File: src/rtl/regfile_writeback.sv
// Register file write-port arbiter: ALU results win the port, mul/div results queue in a squashable FIFO.
// Latency: ALU 1 cycle; mul/div at least 2 cycles (enqueue edge, then pop edge), plus one per ALU write.
// Backpressure: ALU never stalls; MdReady drops when the FIFO is full, with no same-cycle fall-through.
module regfile_writeback #(
  parameter int DEPTH = 4
) (
  input  logic        Clk,
  input  logic        Reset_n,
  input  logic        AluWrite,
  input  logic [4:0]  AluDest,
  input  logic [31:0] AluData,
  input  logic        MdValid,
  input  logic [4:0]  MdDest,
  input  logic [31:0] MdData,
  output logic        MdReady,
  output logic        RegWrite,
  output logic [4:0]  WriteRegister,
  output logic [31:0] WriteData,
  input  logic [4:0]  ReadRegister1,
  input  logic [4:0]  ReadRegister2,
  output logic        FwdHit1,
  output logic        FwdHit2,
  output logic [31:0] FwdData1,
  output logic [31:0] FwdData2,
  output logic        QueueEmpty
);

  localparam int PW = $clog2(DEPTH);
  localparam int CW = PW + 1;
  localparam logic [CW-1:0] FULL = CW'(DEPTH);

  logic [PW-1:0]    wptr;
  logic [PW-1:0]    rptr;
  logic [CW-1:0]    count;
  logic [DEPTH-1:0] q_vld;
  logic [4:0]       q_dest [DEPTH];
  logic [31:0]      q_dat  [DEPTH];

  logic alu_go;
  logic pop;
  logic enq;

  assign MdReady    = (count < FULL);
  assign QueueEmpty = (count == '0);
  assign alu_go     = AluWrite && (AluDest != 5'd0);
  // A squashed head drains even while the ALU owns the port; it never writes.
  assign pop        = (count != '0) && (!q_vld[rptr] || !alu_go);
  assign enq        = MdValid && MdReady && (MdDest != 5'd0);

  always_ff @(posedge Clk or negedge Reset_n) begin
    if (!Reset_n) begin
      wptr          <= '0;
      rptr          <= '0;
      count         <= '0;
      q_vld         <= '0;
      RegWrite      <= 1'b0;
      WriteRegister <= 5'd0;
      WriteData     <= 32'd0;
    end else begin
      for (int i = 0; i < DEPTH; i++) begin
        if (alu_go && (q_dest[i] == AluDest)) q_vld[i] <= 1'b0;
      end
      if (pop) begin
        q_vld[rptr] <= 1'b0;
        rptr        <= rptr + 1'b1;
      end
      // The ALU write is younger, so a same-cycle enqueue to its dest arrives already dead.
      if (enq) begin
        q_vld[wptr] <= !(alu_go && (MdDest == AluDest));
        wptr        <= wptr + 1'b1;
      end
      if (enq && !pop)      count <= count + 1'b1;
      else if (pop && !enq) count <= count - 1'b1;

      if (alu_go) begin
        RegWrite      <= 1'b1;
        WriteRegister <= AluDest;
        WriteData     <= AluData;
      end else if (pop && q_vld[rptr]) begin
        RegWrite      <= 1'b1;
        WriteRegister <= q_dest[rptr];
        WriteData     <= q_dat[rptr];
      end else begin
        RegWrite      <= 1'b0;
      end
    end
  end

  always_ff @(posedge Clk) begin
    if (enq) begin
      q_dest[wptr] <= MdDest;
      q_dat[wptr]  <= MdData;
    end
  end

  // Walk oldest to youngest so the youngest match overrides; the output stage is older than any queued entry.
  always_comb begin
    logic [PW-1:0] idx;
    idx      = '0;
    FwdHit1  = 1'b0;
    FwdHit2  = 1'b0;
    FwdData1 = 32'd0;
    FwdData2 = 32'd0;
    for (int k = 0; k < DEPTH; k++) begin
      idx = rptr + PW'(k);
      if ((CW'(k) < count) && q_vld[idx]) begin
        if ((ReadRegister1 != 5'd0) && (q_dest[idx] == ReadRegister1)) begin
          FwdHit1  = 1'b1;
          FwdData1 = q_dat[idx];
        end
        if ((ReadRegister2 != 5'd0) && (q_dest[idx] == ReadRegister2)) begin
          FwdHit2  = 1'b1;
          FwdData2 = q_dat[idx];
        end
      end
    end
    if (!FwdHit1 && RegWrite && (ReadRegister1 != 5'd0) && (WriteRegister == ReadRegister1)) begin
      FwdHit1  = 1'b1;
      FwdData1 = WriteData;
    end
    if (!FwdHit2 && RegWrite && (ReadRegister2 != 5'd0) && (WriteRegister == ReadRegister2)) begin
      FwdHit2  = 1'b1;
      FwdData2 = WriteData;
    end
  end

endmodule
File: config.mk
export PLATFORM = sky130hd
export DESIGN_NAME = regfile_writeback
export DESIGN_NICKNAME = d
export VERILOG_FILES = /design/src/rtl/regfile_writeback.sv
export SDC_FILE = /design/constraint.sdc
export NUM_CORES = 1
export LEC_CHECK = 0
export BUFFER_PORTS_ARGS = -buffer_cell sky130_fd_sc_hd__buf_2
export CAP_MARGIN = 40
export CORE_MARGIN = 4
export CORE_UTILIZATION = 51
export CTS_CLUSTER_DIAMETER = 50
export DETAILED_ROUTE_END_ITERATION = 12
export HOLD_SLACK_MARGIN = 0.05
export PLACE_DENSITY = 0.72
export SLEW_MARGIN = 10
export SYNTH_ARGS = -nofsm -noshare
export SYNTH_HDL_FRONTEND = slang
export SYNTH_SLANG_ARGS = --single-unit
export TNS_END_PERCENT = 5
File: constraint.sdc
create_clock -name Clk -period 9.5 [get_ports Clk]
set_input_delay 1.425 -clock Clk [delete_from_list [all_inputs] [get_ports Clk]]
set_output_delay 1.425 -clock Clk [all_outputs]
set_load 0.05 [all_outputs]
# Yosys cells after proc, flatten, opt, wreduce, memory -nomap -nowiden
# Memory sizes are Yosys's and may differ from the RTL's.
# Index checks and enable logic that the tools add are counted.
dict set report totals {
  output_inout_bits 106
  in_bits 88
  word_cells 157
  mem_count 2
  ramBits 148
  register_bits 49
}
# name depth word_bits rd rd_ports_with_merged_regs write_ports line_no
set memory_table {}
lappend memory_table {q_dat 4 32 4 0 1 37} ;# logic [31:0] q_dat [DEPTH];
lappend memory_table {q_dest 4 5 8 0 1 36} ;# logic [4:0] q_dest [DEPTH];
dict set report classes {
  eq_ne 15
  reduce_logical 48
  addsub 6
  order_cmp 12
  n_bitwise 2
  n_mux 65
}
# op n
set ops {}
lappend ops {{32-bit two-way mux} 20}
lappend ops {{5-bit equality test} 15}
lappend ops {{1-bit logical AND} 32}
lappend ops {{1-bit two-way mux} 32}
lappend ops {{5-bit nonzero test} 4}
lappend ops {{2-bit by 3-bit < comparator with 1-bit output (second input constant)} 5}
lappend ops {{5-bit two-way mux} 2}
lappend ops {{1-bit binary-select mux with 2-bit select} 4}
lappend ops {{4-bit two-way mux} 2}
lappend ops {{1-bit zero test} 7}
lappend ops {{1-bit by 3-bit < comparator with 1-bit output (first input constant)} 2}
lappend ops {{2-bit by 3-bit < comparator with 1-bit output (first input constant)} 2}
lappend ops {{3-bit two-way mux} 2}
lappend ops {{2-bit by 1-bit adder with 2-bit output (second input constant)} 2}
lappend ops {{2-bit adder (second input constant)} 2}
lappend ops {{4-bit AND} 1}
lappend ops {{4-bit bitwise mux} 1}
lappend ops {{1-bit demux with 2-bit select} 2}
lappend ops {{2-bit by 1-bit >= comparator with 1-bit output (second input constant)} 2}
lappend ops {{4-bit NOT} 1}
lappend ops {{2-bit nonzero test} 2}
lappend ops {{3-bit by 1-bit adder with 3-bit output (second input constant)} 1}
lappend ops {{3-bit zero test} 1}
lappend ops {{3-bit < comparator (second input constant)} 1}
lappend ops {{other kinds (3)} 3}

# Depth between registers and ports, before layout
# An unclocked memory read counts as a cell.
dict set report logic_depth {
  depth_word 16
  mapped_depth 19
  ltp_nobuf 9
}

# Least setup slack after synthesis
# OpenSTA, ideal clock, no wires.
dict set report synth_path {
  path_type {register to output}
  start {register rptr[0]}
  end {output port FwdData2[6]}
  path_stages_with_launch 19
  setup_slack_ns 3.132
  arrival_time_ns 4.943
  required_ns 8.075
  n_path_buf 9
  cell_sequence {dfrtp_1 -> buf_6 -> buf_6 -> buf_4 -> buf_4 -> buf_2 -> buf_1 -> inv_1 -> ha_1 -> buf_2 -> buf_6 -> mux4_2 -> a211oi_1 -> a21oi_1 -> nor3_1 -> clkbuf_1 -> a21o_1 -> o22ai_1 -> o221ai_1}
}
dict set report synth_via {
  elab_chain_len 16
  elab_cells_between_ends 46
  classes_between {3 x add/sub; 4 x eq/ne; 25 x mux; 12 x reduce/logical; 2 x memory}
}
# item line_no
set synth_rtl {}
lappend synth_rtl {{from (decl)} 33} ;# logic [PW-1:0] rptr;
lappend synth_rtl {{from (signal assigned)} 65} ;# rptr <= rptr + 1'b1;
lappend synth_rtl {{parallel branches: the longest is 15 deep, another holds memory read 4 x 5 bit} --}
lappend synth_rtl {{32-bit two-way mux (*)} 121} ;# if (!FwdHit2 && RegWrite && (ReadRegister2 != 5'd0) && (WriteRegister == ReadRegister2)) begin
lappend synth_rtl {{to (decl)} 24} ;# output logic [31:0] FwdData2,
# Mark *: on every way between the ends. The select of a mux whose other input is x is not followed.

# Final worst setup path
dict set report layout_path {
  start {register rptr[1]}
  end {output port FwdData2[1]}
}
# The elaborated chain is that of the path after synthesis.

==> flow_summary_export.csv <==
group,metric,value,unit
run_status,status,"complete, no violations",
clocking,cts.clk_slew.worst_paths,0.07,ns
yosys,postSynthCellCount,1056,
final_layout,final_common_cell,"buf_2",
worst_setup_path,path_cells,"inv_1 > ha_4 > buf_4 > mux4_2 > nand2_1 > nor3_2 > buf_4 > nor4_2 > and2_1 > buf_4 > a221o_1 > buf_2",
route,routedWlPerCell,26.8,µm
yosys,yosysTopAreaCellShare,32.4,%
worst_setup_path,arrival,6.02,ns
final_layout,final_cell_mix,"193 x buf_2, 152 x mux4_2, 148 x edfxtp_1",
clocking,cts_buffers,17,
yosys,synth_xor_xnor_area_share,4.99,%
worst_setup_path,path_common_cell,"buf_4",
grt,grt_most_used_layer,"met2",
floorplan,core_region_area,26300,µm²
clocking,h-tree-depth,4,
clocking,ctsHoldBuffers,0,
yosys,synth_area_leaders,"edfxtp_1 32%, mux4_2 25%, dfrtp_1 8.9%",
final_layout,final_cell_area,15600,µm²
yosys,synth_top_area_cell,"edfxtp_1",
yosys,muxShareOfSynthArea,28.1,%
yosys,yosysSeqAreaShare,41.4,%
power_and_ir_drop,ir_drop,279,µV
grt,use_met1,38.8,%
grt,use_met3,6.38,%
floorplan,rows,59,
yosys,synth_compound_area_share,12.4,%
timing,period_share,78.4,%
timing,fmax,134,MHz
placement,placed_cell_area,14900,µm²
route,post-route-drc-count,0,
clocking,cts-root-buf,"clkbuf_16",
route,postRouteAntennaNets,0,
job,maxCapViolCount,0,
grt,grt_max_degree,155,
placement,pre_cts_ws,2.61,ns
yosys,synthFlopType,"edfxtp_1",
clocking,post_cts_buffers,0,
route,vias,11000,
worst_setup_path,critPathMaxStageDelay,0.71,ns
route,drt-vias-per-instance,7.14,
yosys,yosys.area_share.adder,1.10,%
grt,grt_use_total,27.8,%
grt,grt_pass1_vias,10600,
route,wl,41.3,mm
floorplan,ioPinCount,194,
grt,grt_antenna_before_repair,6,
worst_setup_path,cp-start-kind,"register",
timing,setup-violations-final,0,
final_layout,layout-drive-gt1-share,35.2,%
clocking,tritoncts,"yes",
clocking,clock_path_buffers,2,
power_and_ir_drop,leakagePower,5.76,nW
yosys,synth-simple-area-share,8.20,%
timing,maxSlewViolCount,0,
floorplan,dieArea,29600,µm²
floorplan,die_h,172,µm
timing,finalWorstSetupSlack,2.05,ns
route,drt_pre_antenna_iters,6,
yosys,syn_avg_cell_area,13.0,µm²
timing,slew_headroom,25.2,%
yosys,synth_top_family_by_area,"multiplexers",
grt,grt_pass1_wl,63.0,mm
final_layout,post-route-util,59.2,%
final_layout,syn_to_final_growth,13.6,%
yosys,yosys_register_bits,197,
yosys,synth_edf_count,148,
placement,port-buffer-count,193,
final_layout,nets,1287,
final_layout,finalNonFillerCells,1539,
yosys,synth_fp_nets,1156,
timing,tightest_slew,1.12,ns
timing,rsz0062_at_grt,"false",
worst_setup_path,crit_fanout,43,
grt,overflow,0,
worst_hold_path,hp-class,"reg2reg",
clocking,clock-sinks,197,
yosys,yosysUniqueCellTypes,49,
final_layout,fillCellCount,2071,
yosys,async_flop_share,24.9,%
timing,hold_viol,0,
floorplan,die_w,172,µm
clocking,clock_latency,0.43,ns
grt,grtUsageMet2,44.1,%
worst_setup_path,critPathKind,"reg2out",
timing,fin_crit,7.45,ns
placement,dp_cells,1503,
route,drt_iter0_markers,1835,
worst_setup_path,crit_family,"buffers and inverters",
clocking,cts_resized,0,
placement,gp_congestion,0.899,
yosys,netlist_area,13700,µm²
timing,finalSetupTns,0,ns
power_and_ir_drop,powerDensity,338,nW/µm²
worst_setup_path,endpoint_kind,"primary output",
worst_setup_path,crit_buf_inv,5,
worst_setup_path,crit_required,8.08,ns
worst_setup_path,slowest_stage,"dfrtp_4",
floorplan,start_util,52.1,%
placement,dp_hpwl,27.1,mm
yosys,yosysWarnings,0,
timing,skew,0.0118,ns
-- flip-flops by register name, indices dropped and copies added, names as in the netlist --
name and count:
RegWrite 1, WriteData 32, WriteRegister 5, count 3, q_dat 128, q_dest 20, q_vld 4, rptr 2
wptr 2
-- metal layers --
metal,routed length [µm],vias to the layer above
li1,-,4606
met1,15500,5493
met2,19700,795
met3,4990,90
met4,1050,4
met5,27,-
-- per-stage QoR --
stage,hold slack (ns),total power (W)
finish,0.623,0.00526
global route,0.658,0.00554
CTS,0.624,0.00526
detailed placement,0.615,0.00449
global placement,0.598,0.00443
floorplan,0.507,0.00382
-- path summary, 6_finish.rpt --
check,slack [ns],from,cells past startpoint,to
setup / recovery,2.05,rptr[1],12,FwdData2[1]
hold / removal,0.62,count[1],2,count[1]
setup reg to reg,6.22,rptr[0],6,WriteData[29]
hold reg to reg,0.62,count[1],2,count[1]
max in group asynchronous,7.79,Reset_n,2,rptr[1]
min in group asynchronous,1.16,Reset_n,2,WriteData[20]
-- cell families after synthesis --
kind of cell               Yosys count
AOI/OAI and AO/OA                  237
and+or+nand+nor                    217
DFF                                197
muxes                              194
buffers and inverters              121
xor gates and xnor gates            78
adders and majority gates           12
-- report_power, final --
group / internal [W] / switching (W)
Clock: 0.000423 / 0.000337
Sequential: 0.00112 / 0.000208
Combinational: 0.00132 / 0.00185
-- cell type report --
type                    instances  area [µm²]  area share, %
diodes                          4        10.0         0.0643
clock buffers                  18         429           2.76
clock inverters                14         190           1.22
inverters                      15        56.3          0.362
multi-input cells             738        7570           48.6
flip-flops and latches        197        5680           36.5
well taps                     335         419           2.69
repair buffers                218        1210           7.80
-- cell usage after synthesis (9+ instances only) --
master	n
nor2_1	76
o22ai_1	30
a221o_1	32
a211oi_1	25
clkbuf_1	61
nand4_1	9
and2_1	10
and4_1	16
xor2_1	25
xnor2_1	53
edfxtp_1	148
a221oi_1	26
nand3_1	40
nor4_1	9
o2bb2ai_1	10
o21bai_1	16
mux2i_1	42
dfrtp_1	49
mux4_2	152
a21oi_1	64
buf_1	14
buf_2	24
nand2_1	29
ha_1	12
inv_1	15
-- worst min-delay path, stage by stage (launching register included) --
cell     delay (ns)
dfrtp_1        0.45
nand2_1        0.07
o21ai_0        0.07
Power figures use the tool's default switching activity.
